$ cat src/rtl/midori_sbox_serial_ctrl_pkg.sv
// Shared constants and types for the serial masked Midori S-box sequencer.
// Imported by the controller top and its valid/tag pipe.
package midori_sbox_serial_ctrl_pkg;

    localparam int NIBBLES  = 16;
    localparam int SBOX_LAT = 3;
    localparam int R_W      = 36;
    localparam int RS_W     = 6;
    localparam int TAG_W    = $clog2(NIBBLES);
    localparam int CNT_W    = TAG_W + 1;
    localparam int RND_W    = R_W + RS_W;
    localparam int STATE_W  = 4 * NIBBLES;

    typedef enum logic [1:0] {
        IDLE,
        RUN,
        DRAIN,
        DONE
    } state_t;

    typedef logic [TAG_W-1:0] tag_t;

    function automatic logic [3:0] nib(input logic [STATE_W-1:0] s, input tag_t i);
        return s[4*i +: 4];
    endfunction

endpackage

$ cat src/rtl/midori_sbox_vpipe.sv
// {valid,tag} shift register that tracks nibbles inside the shared S-box.
// Advances every cycle because the S-box itself has no enable.
module midori_sbox_vpipe
    import midori_sbox_serial_ctrl_pkg::*;
#(
    parameter int DEPTH = SBOX_LAT,
    parameter int TW    = TAG_W
) (
    input  logic             clk,
    input  logic             rst_n,
    input  logic             in_valid,
    input  logic [TW-1:0]    in_tag,
    output logic [DEPTH-1:0] valid,
    output logic [TW-1:0]    out_tag
);

    logic [DEPTH-1:0][TW-1:0] tag;

    always_ff @(posedge clk) begin
        if (!rst_n) begin
            valid <= '0;
            tag   <= '0;
        end else begin
            valid <= {valid[DEPTH-2:0], in_valid};
            tag   <= {tag[DEPTH-2:0], in_tag};
        end
    end

    assign out_tag = tag[DEPTH-1];

endmodule

$ cat src/rtl/midori_sbox_serial_ctrl.sv
// Streams 16 nibbles of a 3-share Midori state through one shared masked S-box
// and writes the returned shares back, chaining the S-box refresh input.
module midori_sbox_serial_ctrl
    import midori_sbox_serial_ctrl_pkg::*;
(
    input  logic               clk,
    input  logic               rst_n,
    input  logic               start,
    input  logic [STATE_W-1:0] state_in1,
    input  logic [STATE_W-1:0] state_in2,
    input  logic [STATE_W-1:0] state_in3,
    output logic               busy,
    output logic               done,
    output logic [STATE_W-1:0] state_out1,
    output logic [STATE_W-1:0] state_out2,
    output logic [STATE_W-1:0] state_out3,
    input  logic [RND_W-1:0]   rnd,
    input  logic               rnd_valid,
    output logic               rnd_ready,
    output logic               rnd_err,
    output logic [3:0]         sb_in1,
    output logic [3:0]         sb_in2,
    output logic [3:0]         sb_in3,
    output logic [R_W-1:0]     sb_r,
    output logic [RS_W-1:0]    sb_rs_in,
    input  logic [RS_W-1:0]    sb_rs_out,
    input  logic [3:0]         sb_out1,
    input  logic [3:0]         sb_out2,
    input  logic [3:0]         sb_out3
);

    state_t state, state_nxt;

    logic [CNT_W-1:0]    issue_cnt;
    logic [STATE_W-1:0]  sh1, sh2, sh3;
    logic [RS_W-1:0]     rs_fresh, rs_hold;
    logic                rs_hold_v;
    logic [SBOX_LAT-1:0] vp_valid;
    tag_t                cur_tag, wb_tag;
    logic                accept, issuing, inflight, drain_done;

    assign cur_tag    = issue_cnt[TAG_W-1:0];
    assign accept     = (state == IDLE) && start;
    assign issuing    = (state == RUN) && (issue_cnt < CNT_W'(NIBBLES)) && rnd_valid;
    assign inflight   = |vp_valid;
    // Last nibble only sits in the final stage: its writeback lands this cycle.
    assign drain_done = ~|vp_valid[SBOX_LAT-2:0];

    midori_sbox_vpipe #(
        .DEPTH (SBOX_LAT),
        .TW    (TAG_W)
    ) u_vpipe (
        .clk      (clk),
        .rst_n    (rst_n),
        .in_valid (issuing),
        .in_tag   (cur_tag),
        .valid    (vp_valid),
        .out_tag  (wb_tag)
    );

    always_ff @(posedge clk) begin
        if (!rst_n) state <= IDLE;
        else        state <= state_nxt;
    end

    always_comb begin
        state_nxt = state;
        busy      = (state != IDLE);
        done      = (state == DONE);
        rnd_ready = rnd_valid && (issuing || inflight);
        sb_r      = '0;
        sb_in1    = '0;
        sb_in2    = '0;
        sb_in3    = '0;
        sb_rs_in  = '0;
        unique case (state)
            IDLE:    if (start) state_nxt = RUN;
            RUN:     if (issue_cnt == CNT_W'(NIBBLES)) state_nxt = DRAIN;
            DRAIN:   if (drain_done) state_nxt = DONE;
            DONE:    state_nxt = IDLE;
            default: state_nxt = IDLE;
        endcase
        if (rnd_ready) sb_r = rnd[R_W-1:0];
        if (issuing) begin
            sb_in1 = nib(sh1, cur_tag);
            sb_in2 = nib(sh2, cur_tag);
            sb_in3 = nib(sh3, cur_tag);
        end
        // Feed the previous nibble's shares, never the current nibble's own.
        if (vp_valid[0]) sb_rs_in = rs_hold_v ? rs_hold : rs_fresh;
    end

    always_ff @(posedge clk) begin
        if (!rst_n) begin
            issue_cnt <= '0;
            sh1       <= '0;
            sh2       <= '0;
            sh3       <= '0;
            rs_fresh  <= '0;
            rnd_err   <= 1'b0;
        end else if (accept) begin
            issue_cnt <= '0;
            sh1       <= state_in1;
            sh2       <= state_in2;
            sh3       <= state_in3;
            rnd_err   <= 1'b0;
        end else begin
            if (issuing) begin
                issue_cnt <= issue_cnt + CNT_W'(1);
                rs_fresh  <= rnd[RND_W-1:R_W];
            end
            if (!rnd_valid && inflight) rnd_err <= 1'b1;
        end
    end

    always_ff @(posedge clk) begin
        if (!rst_n) begin
            rs_hold   <= '0;
            rs_hold_v <= 1'b0;
        end else begin
            rs_hold   <= sb_rs_out;
            rs_hold_v <= vp_valid[0];
        end
    end

    always_ff @(posedge clk) begin
        if (!rst_n || accept) begin
            state_out1 <= '0;
            state_out2 <= '0;
            state_out3 <= '0;
        end else if (vp_valid[SBOX_LAT-1]) begin
            state_out1[4*wb_tag +: 4] <= sb_out1;
            state_out2[4*wb_tag +: 4] <= sb_out2;
            state_out3[4*wb_tag +: 4] <= sb_out3;
        end
    end

endmodule
$ cat config.mk
export PLATFORM = sky130hd
export DESIGN_NAME = midori_sbox_serial_ctrl
export DESIGN_NICKNAME = d
export VERILOG_FILES = /design/src/rtl/midori_sbox_serial_ctrl_pkg.sv /design/src/rtl/midori_sbox_vpipe.sv /design/src/rtl/midori_sbox_serial_ctrl.sv
export SDC_FILE = /design/constraint.sdc
export NUM_CORES = 1
export LEC_CHECK = 0
export BUFFER_PORTS_ARGS = -buffer_cell sky130_fd_sc_hd__buf_2
export CAP_MARGIN = 20
export CORE_AREA = 2 2 198 200
export DETAILED_ROUTE_END_ITERATION = 12
export DIE_AREA = 0 0 200 202
export PLACE_DENSITY = 0.72
export SETUP_SLACK_MARGIN = 0.05
export SYNTH_ARGS = -nofsm -noshare
export SYNTH_HDL_FRONTEND = slang
export SYNTH_SLANG_ARGS = --single-unit
$ cat constraint.sdc
create_clock -name clk -period 5.1 [get_ports clk]
set_input_delay 1.02 -clock clk [delete_from_list [all_inputs] [get_ports clk]]
set_output_delay 1.02 -clock clk [all_outputs]
set_load 0.02 [all_outputs]
Word-level counts from Yosys, hierarchy flattened:

Cells that the tools add are included.

* word-level logic and storage cells: 64
* memories kept: 0
* memory bits (read-only): 0
* RAM bits: 0
* latch bits: 0
* register bits after elaboration: 420
* input bits: 256

* bitwise operators: 2
* reductions and logical operators: 16
* multiply operators: 0
* add/sub/neg operators: 2
* shift operators: 7
* equality and inequality tests: 7
* mux-type cells: 13
* magnitude comparators: 1
* div/mod/pow operators: 0

Operators with widths (number)
* bitwise mux 64 bit: 3
* indexed part select 4 x 34 -> 64 bit: 3
* indexed part select 64 x 7 -> 4 bit: 3
* variable shift 4 x 34 -> 64 bit, first input constant: 1
* 2-to-1 mux 36 bit: 1
* negator 6 -> 34 bit: 1
* 2-to-1 mux 4 bit: 3
* 2-to-1 mux 6 bit: 2
* case mux 2 bit (4 select lines): 1
* 2-to-1 mux 2 bit: 3
* adder 5 x 1 -> 5 bit, second input constant: 1
* == test 5 bit, second input constant: 1
* logical AND 1 bit: 5
* < comparator 5 bit, second input constant: 1
* == test 2 bit, second input constant: 2
* != test 2 bit, second input constant: 2
* OR reduction 2 bit: 2
* AND reduction 3 bit: 1
* OR reduction 3 bit: 1
* == test 2 x 1 -> 1 bit, second input constant: 1
* zero test 1 bit: 2
* zero test 2 bit: 1
* logical OR 1 bit: 2
* != test 2 x 1 -> 1 bit, second input constant: 1
* other kinds (3): 4

Longest topological paths before layout:

* word-level depth: 6
* mapped depth: 9

Cells and area by module:

A second synthesis with hierarchy kept.

* cells, all modules: 1961
* area, all modules: 17780.8 µm²

Modules (own cells, without submodules)
* midori_sbox_serial_ctrl: cells an instance 1926, instances 1, area an instance 17331.6 µm², sequential area each 8107.8 µm²
* midori_sbox_vpipe: cells an instance 35, instances 1, area an instance 449.2 µm², sequential area each 300.3 µm²

Least setup slack after synthesis:

No wires, ideal clock.

* kind: input to output
* start point: input rnd_valid
* end point: output sb_r[26]
* arrival: 1.971 ns
* path buffers: 2
* slack: 2.109 ns
* data required time: 4.080 ns
* stages: 4
* cell sequence: and2_1 -> clkbuf_1 -> clkbuf_1 -> and2_1

* longest elaborated chain between the ends: 4

Ends and longest elaborated chain
* start: declaration: line midori_sbox_serial_ctrl.sv:18 `input logic rnd_valid,`
* logical AND 1 bit: line midori_sbox_serial_ctrl.sv:44 `assign issuing = (state == RUN) && (issue_cnt < CNT_W'(NIBBLES)) && rnd_valid;`
* logical OR 1 bit: line midori_sbox_serial_ctrl.sv:70 `rnd_ready = rnd_valid && (issuing || inflight);`
* logical AND 1 bit *: line midori_sbox_serial_ctrl.sv:70
* named net rnd_ready: line midori_sbox_serial_ctrl.sv:19 `output logic rnd_ready,`
* 2-to-1 mux 36 bit *: line midori_sbox_serial_ctrl.sv:83 `if (rnd_ready) sb_r = rnd[R_W-1:0];`
* end: declaration: line midori_sbox_serial_ctrl.sv:24 `output logic [R_W-1:0] sb_r,`

The timed path passes the listed nets; every way through them passes the cells marked *.

Worst setup path in the final report:

* start point: register issue_cnt[0]
* end point: output sb_in1[0]

* longest elaborated chain between the ends: 4
* elaborated cells between the ends (all ways): 5

Ends and longest elaborated chain
* start: declaration: line midori_sbox_serial_ctrl.sv:34 `logic [CNT_W-1:0] issue_cnt;`
* start signal: assignment: line midori_sbox_serial_ctrl.sv:109 `issue_cnt <= issue_cnt + CNT_W'(1);`
* branches (longest 3 deep; another with indexed part select 64 x 7 -> 4 bit)
* 2-to-1 mux 4 bit *: line midori_sbox_serial_ctrl.sv:84 `if (issuing) begin`
* end: declaration: line midori_sbox_serial_ctrl.sv:21 `output logic [3:0] sb_in1,`

Every way passes the cells marked *.

==> results_dict.tcl <==
set metrics [dict create \
    synth.net_count 2219 \
    end_kind "primary output" \
    syn_to_final_growth_pct 24.2 \
    crit_buf_inv 2 \
    synth_warnings 0 \
    rr_startpoint "state[0]" \
    totalWireLength_mm 52.8 \
    maxCapViolCount 0 \
    async_flop_share 0 \
    postCtsHoldBufs 0 \
    fp.dieW_um 200 \
    clock_path_buffers 3 \
    netlist_instances 1954 \
    vias_per_cell 5.18 \
    fin_worst_skew_ps 12.0 \
    finalMaxSlewViolations 0 \
    io_pins 506 \
    min_to "u_vpipe.tag[5]" \
    post-route-period-util 0.752 \
    hold_path_class "flop to flop" \
    synthFlopType "dfxtp_1" \
    synth.distinct_cells 43 \
    tns_ps 0 \
    final_cell_mix "715 x nand2_1, 506 x buf_2, 417 x dfxtp_1" \
    power.leakage_uw 0.0100 \
    ys_ff_latch 419 \
    grt_antenna_before_repair 21 \
    holdPathStages 1 \
    critPathMaxFanout 27 \
    ant_nets 0 \
    layout_commonest_cell "nand2_1" \
    relSlewSlack 0.385 \
    cpPeakStageDelay_ps 700 \
    ys_seq_area_frac 0.474 \
    avgSynthCellArea_um2 9.05 \
    rows 72 \
    crit_slowest_cell "dfxtp_4" \
    drive_gt1_frac 0.279 \
    worstPathRequired_ps 4080 \
    cp_cell_sequence "buf_4, mux4_2, a22oi_1, nand2_1, buf_2" \
    peakVddDrop_uv 333 \
    first_pass_iters 5 \
    r2r-end "state_out1[40]" \
    core-area_um2 38300 \
    cts_tree "done" \
    postCtsSetupRepairBufs 0 \
    crit_type "flop to primary output" \
    ff2ff_setup_slack_ps 2270 \
    power.density_nw_per_um2 381 \
    design_area_um2 22000 \
    clk-insertion-delay-late_ps 570 \
    globalRouteOverflowTotal 0 \
    post_dp_cell_area_um2 20400 \
    grt_pass1_vias 14662 \
    die_y_um 202 \
    tightest_slew_ps 918 \
    clk_pin_slew_ps 60 \
    finalCriticalPeriod_ps 3840 \
    grt_use_total 0.255 \
    grt_pass1_wl_mm 80.6 \
    synth-edff-count 0 \
    route.detailed.drc 0 \
    min-delay-start "u_vpipe.tag[1]" \
    wl_per_cell_um 18.0 \
    place_congestion 0.863 \
    final_nets 2643 \
    rsz0062_at_grt "false" \
    drt_iter0_drc 1050 \
    grt_max_degree 193 \
    cp_top_family "flip-flops" \
    cts_sinks 419 \
    root_buffer "clkbuf_16" \
    setup_viol 0 \
    htree_levels 2 \
    hold_viol_final 0 \
    portBuffers 505 \
    outcome "finished, final reports clean" \
    die_area_um2 40400 \
    hpwlAfterDp_mm 37.3 \
    fmax_mhz 261 \
    ctsResizeCount 0 \
    crit_path_start_kind "flop" \
    cp_data_arrival_time_ps 2820 \
    initial_utilization 0.462 \
    cts_buffers 45 \
    num_vias 15203 \
    worstRegToRegCells 7 \
    netlist_area_um2 17700 \
]
[worst register-to-register path: cells and delay by family (launching register included)]
family	cells	cell delay, ps
AND/OR/NAND/NOR	2	1220
buffers and inverters	2	510
flip-flops	1	360
adder cells (fa/ha/maj)	1	300
AO/OA/AOI/OAI	1	190
multiplexers	1	170
[worst max path at each step]
stage,end,slack (ps),start,cells after the start
6_report,sb_in1[0],1260,issue_cnt[0],5
5_1_grt,sb_in3[2],1110,issue_cnt[0],5
4_1_cts,sb_in1[0],1190,issue_cnt[0],5
3_5_place_dp,sb_r[29],1630,rnd_valid,4
3_3_place_gp,sb_r[0],1750,rnd_valid,4
2_1_floorplan,sb_r[26],2110,rnd_valid,4
[power breakdown]
part	switching, uW	internal (uW)
Combinational	965	541
Clock	1300	1850
Sequential	168	3540
Total	2430	5930
[kinds of logic (layout without fill, tap and decap cells)]
logic type               count (synthesis)  after routing  share of synthesized area
AO/OA/AOI/OAI                          278            278                      0.119
XOR/XNOR                                 5              5                    0.00248
adder cells (fa/ha/maj)                  9              9                    0.00637
buffers and inverters                  169            625                     0.0425
flip-flops                             419            419                      0.474
multiplexers                           206            206                      0.151
other                                    0              9                          0
AND/OR/NAND/NOR                        868            868                      0.204
[registers in the layout, summed over array words and instances (netlist names)]
| register | cells |
|---|---|
| sh1 | 64 |
| sh2 | 64 |
| sh3 | 64 |
| state_out1 | 64 |
| state_out2 | 64 |
| state_out3 | 64 |
| u_vpipe.tag | 8 |
| rs_fresh | 6 |
| rs_hold | 6 |
| issue_cnt | 5 |
| u_vpipe.out_tag | 4 |
| u_vpipe.valid | 3 |
| state | 2 |
| rnd_err | 1 |
[cells in the mapped netlist (2+ instances only)]
library cell	number	area [um2]
a21oi_1	5	25.0
a21boi_0	192	1440
nand2_1	716	2690
and2_1	72	450
nand2b_1	5	31.3
nor3_2	2	20.0
buf_2	64	320
nor3_1	15	75.1
buf_4	9	67.6
xnor2_1	2	17.5
nor2_1	13	48.8
a22oi_1	23	173
nor4_1	5	31.3
xor2_1	3	26.3
dfxtp_1	419	8390
ha_1	9	113
clkbuf_2	2	10.0
o21ai_0	15	75.1
clkbuf_1	83	312
nor2b_1	14	87.6
o31a_1	2	17.5
nand4_1	2	12.5
mux4_2	48	1080
inv_1	10	37.5
a22o_1	36	315
nand3_1	14	70.1
mux2i_1	158	1580
[through the flow]
| step | hold WS (ps) | total power, uW | util | setup slack [ps] | cells |
|---|---|---|---|---|---|
| floorplan | 412 | 4790 | - | 2110 | 1954 |
| detailed placement | 425 | 5270 | 0.533 | 1630 | 2843 |
| global route | 455 | 8730 | 0.573 | 1110 | 2932 |
| finish | 436 | 8360 | 0.573 | 1260 | 2937 |
| global placement | 426 | 5220 | 0.533 | 1750 | 2841 |
| CTS | 440 | 8410 | 0.571 | 1190 | 2922 |
[layer usage]
layer / up-vias / track usage / part of all wire
met5: - / 0 / 0.0025
li1: 7352 / - / -
met4: 22 / 0.103 / 0.036
met1: 7147 / 0.314 / 0.41
met3: 124 / 0.0707 / 0.085
met2: 558 / 0.418 / 0.47
[layout make-up]
type                            count  area [um2]
Inverter                           10        37.5
Timing Repair Buffer              536        2830
Tap cell                          518         648
Fill cell                        3406       16300
Clock buffer                       67        1330
Clock inverter                     12        98.8
Sequential cell                   419        8390
Multi-Input combinational cell   1366        8600
Antenna cell                        9        22.5
Note: power is estimated with default switching activity, not from simulation.
